## src/rtl/pacman_pkg.sv

```systemverilog
// Shared sprite geometry, colour constants and the rgb_t pixel type for the maze renderer.
package pacman_pkg;
  typedef logic [23:0] rgb_t;

  localparam int   SPRITE_W     = 26;
  localparam int   SPRITE_H     = 26;
  localparam rgb_t KEY_COLOR    = 24'h000000;
  localparam rgb_t FRIGHT_COLOR = 24'h2121FF;
  localparam rgb_t FLASH_COLOR  = 24'hFFFFFF;
endpackage

```

## src/rtl/frame_counter.sv

```systemverilog
// 4-bit frame counter advancing once per tick, wrapping 15 -> 0.
// Single-cycle update; no backpressure.
module frame_counter (
  input  logic       Clk,
  input  logic       Reset,
  input  logic       tick,
  output logic [3:0] count
);
  always_ff @(posedge Clk or negedge Reset) begin
    if (!Reset)    count <= '0;
    else if (tick) count <= count + 4'd1;
  end
endmodule

```

## src/rtl/ghost_sprite_reader.sv

```systemverilog
// Ghost sprite lookup: hit test and RAM address, then key/frightened colouring.
// Fixed 2-cycle latency, one pixel per cycle, never stalls.
module ghost_sprite_reader #(
  parameter int               SPRITE_W     = pacman_pkg::SPRITE_W,
  parameter int               SPRITE_H     = pacman_pkg::SPRITE_H,
  parameter pacman_pkg::rgb_t KEY_COLOR    = pacman_pkg::KEY_COLOR,
  parameter pacman_pkg::rgb_t FRIGHT_COLOR = pacman_pkg::FRIGHT_COLOR,
  parameter pacman_pkg::rgb_t FLASH_COLOR  = pacman_pkg::FLASH_COLOR
) (
  input  logic        Clk,
  input  logic        Reset,
  input  logic        frame_tick,
  input  logic [9:0]  GhostX,
  input  logic [9:0]  GhostY,
  input  logic        face_left,
  input  logic        frightened,
  input  logic        flash,
  input  logic [9:0]  DrawX,
  input  logic [9:0]  DrawY,
  input  logic        pix_valid,
  output logic [9:0]  read_address,
  input  logic [23:0] ram_data,
  output logic        out_valid,
  output logic        sprite_on,
  output logic [23:0] sprite_color
);
  import pacman_pkg::*;

  logic [9:0] sh_x, sh_y;
  logic       sh_left, sh_fright, sh_flash;
  logic [3:0] frame_cnt;

  // Shadows only move at vblank so a frame is drawn from one consistent snapshot.
  always_ff @(posedge Clk or negedge Reset) begin
    if (!Reset) begin
      sh_x      <= '0;
      sh_y      <= '0;
      sh_left   <= 1'b0;
      sh_fright <= 1'b0;
      sh_flash  <= 1'b0;
    end else if (frame_tick) begin
      sh_x      <= GhostX;
      sh_y      <= GhostY;
      sh_left   <= face_left;
      sh_fright <= frightened;
      sh_flash  <= flash;
    end
  end

  frame_counter u_frame_counter (
    .Clk   (Clk),
    .Reset (Reset),
    .tick  (frame_tick),
    .count (frame_cnt)
  );

  logic [10:0] x_lo, x_hi, y_lo, y_hi;
  logic        hit;
  logic [9:0]  dx, dy, col, addr;

  // 11-bit bounds keep sprites parked near 1023 from wrapping back to column 0.
  assign x_lo = {1'b0, sh_x};
  assign y_lo = {1'b0, sh_y};
  assign x_hi = x_lo + 11'(SPRITE_W - 1);
  assign y_hi = y_lo + 11'(SPRITE_H - 1);
  assign hit  = pix_valid
             && ({1'b0, DrawX} >= x_lo) && ({1'b0, DrawX} <= x_hi)
             && ({1'b0, DrawY} >= y_lo) && ({1'b0, DrawY} <= y_hi);

  assign dx   = DrawX - sh_x;
  assign dy   = DrawY - sh_y;
  assign col  = sh_left ? (10'(SPRITE_W - 1) - dx) : dx;
  assign addr = dy * 10'(SPRITE_W) + col;
  assign read_address = hit ? addr : '0;

  logic s1_vld, s1_hit, s1_fright, s1_flash_on;

  // Mode bits travel with the pixel so a tick mid-flight cannot recolour it.
  always_ff @(posedge Clk or negedge Reset) begin
    if (!Reset) begin
      s1_vld      <= 1'b0;
      s1_hit      <= 1'b0;
      s1_fright   <= 1'b0;
      s1_flash_on <= 1'b0;
    end else begin
      s1_vld      <= pix_valid;
      s1_hit      <= hit;
      s1_fright   <= sh_fright;
      s1_flash_on <= sh_flash & frame_cnt[3];
    end
  end

  logic px_on;
  rgb_t px_color;

  always_comb begin
    px_on    = s1_hit && (ram_data != KEY_COLOR);
    px_color = '0;
    if (px_on) begin
      if (!s1_fright)      px_color = ram_data;
      else if (s1_flash_on) px_color = FLASH_COLOR;
      else                 px_color = FRIGHT_COLOR;
    end
  end

  always_ff @(posedge Clk or negedge Reset) begin
    if (!Reset) begin
      out_valid    <= 1'b0;
      sprite_on    <= 1'b0;
      sprite_color <= '0;
    end else begin
      out_valid    <= s1_vld;
      sprite_on    <= px_on;
      sprite_color <= px_color;
    end
  end
endmodule
```

## config.mk

```make
export PLATFORM = sky130hd
export DESIGN_NAME = ghost_sprite_reader
export DESIGN_NICKNAME = d
export VERILOG_FILES = /design/src/rtl/pacman_pkg.sv /design/src/rtl/frame_counter.sv /design/src/rtl/ghost_sprite_reader.sv
export SDC_FILE = /design/constraint.sdc
export NUM_CORES = 1
export LEC_CHECK = 0
export BUFFER_PORTS_ARGS = -buffer_cell sky130_fd_sc_hd__buf_2
export CAP_MARGIN = 15
export CORE_ASPECT_RATIO = 0.9
export CORE_MARGIN = 2
export CORE_UTILIZATION = 50
export CTS_CLUSTER_SIZE = 16
export DETAILED_ROUTE_END_ITERATION = 16
export PLACE_DENSITY = 0.83
export SYNTH_ARGS = -nofsm -noshare
export SYNTH_HDL_FRONTEND = slang
export SYNTH_SLANG_ARGS = --single-unit
```

## constraint.sdc

```tcl
create_clock -name Clk -period 6.5 [get_ports Clk]
set_input_delay 1.3 -clock Clk [delete_from_list [all_inputs] [get_ports Clk]]
set_output_delay 1.3 -clock Clk [all_outputs]
set_load 0.01 [all_outputs]
```

==> qor.txt <==
CP endpoint = read_address[9]
Antenna cells = 0
Ys Warns = 0
Die X = 106 um
Final Total Pwr = 2.39 mW
Fin crit period = 6530 ps
Data required time at the worst endpoint = 5200 ps
R2R setup slack = 2960 ps
DRT Wirelength = 11400 um
Yosys top cell area share = 30.7%
Vias per inst = 5.29
GRT Residual Overflow = 0
CP dominant cell by count = fa_2
First-pass GRT wire length = 17700 um
Fin. max-slew vios = 0
RSZ-0062 raised after global routing = true
Critical Path Slowest Stage Cell = fa_2
Setup Viol. Count Final = 1
Capturing point of the worst reg2reg path = s1_hit
Slew @ Worst Pin = 760 ps
Area grow syn2layout = 25.3%
Worst path max stage delay = 500 ps
CTS tree = done
Sequential area share after synthesis = 30.7%
Period utilization = 100%
Count of cell types in the netlist = 54
Post-Syn Instances = 516
Initial Util = 51.1%
Power Density = 411 nW/um2
Layout Nets = 788
Post-Syn Nets = 659
Input/output buffers = 106
Reg clk slew, reported paths = 60 ps
Hold Slack = 354 ps
Ys flop type = dfrtp_1
Top-level port count = 107
Seq cells post-synth = 57
Gpl congestion = 0.884
Final Instance Area = 5820 um2
Final Hold Violating Endpoints = 0
Post-route antenna net violation count = 0
Worst Path Arrival = 5230 ps
FFs w/ async S/R, synth = 100%
Commonest cells in the netlist = 64 x ha_1, 57 x dfrtp_1, 53 x nor2_1, 46 x inv_1, 45 x nand2_1
Placed Area = 5460 um2
Max cap viols = 0
F_max = 0.153 GHz
Vias in the first global route = 3967
Status = finished, violations left
Initial DRT Pass Iterations = 5
Worst rel slew slack = 49.0%
Num rows = 33
Clk Latency, worst-skew pair = 320 ps
Post-Layout Cell Count = 772
Average cell area after synthesis = 9.00 um2
Violated checks = setup timing
Kind of critical path = in2out
Largest net degree at the start of global routing = 58
EDFF count, synth = 0
R2R depth = 12
Root buf cell = clkbuf_8
Core area = 9080 um2
Placed Cells = 755
Initial antenna violation count = 0
Share of layout cells above drive strength 1 = 28.9%
Area contributors post-synth = dfrtp_1 31%, ha_1 17%, xnor2_1 7.0%
Finished Core Util = 64.0%
Peak VDD IR = 0.343 mV
Critical Path Fanout Max = 3
Post-route setup slack = -29.5 ps
Setup crit end kind = output pin
H-tree depth = 3
Critical Path Start = DrawY[0]
Clk buf depth = 2
Post-synth top area cell = dfrtp_1
Num Clock Sinks = 57
Die H = 95.4 um
Drt drc = 0
Count leader, synth = ha_1
DPL Wire Length = 8890 um
Total GRT Usage = 22.1%
Num CTS Buffers = 9
Drt initial violations = 205
Worst Clk Skew = 7.22 ps
Via Count = 4083
Full die area = 10100 um2
Worst flop-to-flop path startpoint = sh_y[0]
CP Cell Sequence = buf_8, inv_6, ha_4, inv_4, fa_2, a21o_1, a21oi_4, xnor2_4, fa_2, fa_2, a21o_1, a21oi_4, xnor2_2, ha_1, o21ai_1, a21oi_1, xnor3_1, xor3_1, nor2_2, buf_2
Min-delay worst type = reg2reg
WL/cell = 14.8 um
Startpoint Class = input pin
Hold Path Cell Cnt = 0
Synthesized cell area = 4640 um2
Leakage power = 2.94 nW
[sequential cells by signal, indices dropped and copies added, names as in the netlist, 4 cells and up]
name                   cells
sprite_color              24
u_frame_counter.count      4
sh_x                      10
sh_y                      10
[cells in the final DEF (no fill, tap or decap), types with 5 or more instances in the layout]
cell type / count
nand3_1: 6
nor2_1: 52
dfrtp_1: 57
ha_4: 6
inv_1: 43
fa_1: 5
a21o_1: 8
nand2_1: 45
xor2_1: 12
nand2b_1: 15
nor4_1: 6
nand4_1: 10
buf_2: 105
buf_4: 24
mux2_2: 5
ha_1: 57
xnor2_1: 35
a21oi_1: 39
clkbuf_8: 9
o21ai_0: 32
nor3_1: 8
[metal layers]
layer | share of wire [%] | track usage (%) | up-vias
li1 | - | - | 2022
met1 | 43 | 28.8 | 1926
met2 | 50 | 37.8 | 114
met3 | 5.2 | 3.21 | 21
met4 | 2.2 | 8.00 | 0
met5 | 0 | 0 | -
[worst min path at each step]
stage | from | end | slack [ps]
finish | s1_vld | out_valid | 350
CTS | s1_vld | out_valid | 360
global placement | s1_vld | out_valid | 340
floorplan | s1_vld | out_valid | 330
detailed placement | s1_vld | out_valid | 340
global route | s1_vld | out_valid | 370
[layout make-up]
class	count	area, um2
fill	758	3270
multi-input combinational	400	3140
sequential	57	1430
timing repair buffer	131	732
inverter	46	180
tap	122	153
clock buffer	10	128
clock inverter	6	58.8
[where the power goes]
| part | total, mW | leakage (nW) | switching, mW | internal (mW) |
|---|---|---|---|---|
| clock network | 0.306 | 0.0998 | 0.131 | 0.175 |
| logic | 1.66 | 2.11 | 0.793 | 0.871 |
| registers | 0.422 | 0.734 | 0.0316 | 0.391 |
[worst max-delay path, delay by kind of cell]
family                   cells  cell delay, ps
AND/OR/NAND/NOR              1             100
adder cells (fa/ha/maj)      5            1750
buffers and inverters        4             320
AO/OA/AOI/OAI                6            1050
XOR/XNOR                     4             700
[metrics by stage]
stage	worst slack (ps)	setup TNS (ps)
after floorplan	5.94	0
after global placement	-137	-137
after detailed placement	-297	-297
after CTS	6.61	0
after global routing	-217	-217
final	-29.5	-29.5
[repair_timing]
action | 4_1_cts | 5_1_grt
endpoints found under the hold margin | 0 | 0
hold buffers | 0 | 0
resized for setup | 8 | 23
endpoints found under the setup margin | 1 | 2
gates cloned | 0 | 0
pin swaps | 7 | 16
setup buffers | 0 | 1
[kinds of logic after synthesis]
family	share of synthesized area [%]
AOI/OAI and AO/OA	14.6
xor gates and xnor gates	10.8
adders and majority gates	20.7
buffers and inverters	5.04
DFF	30.7
muxes	1.21
and+or+nand+nor	16.9
No activity file was read; power rests on OpenSTA's default activity.
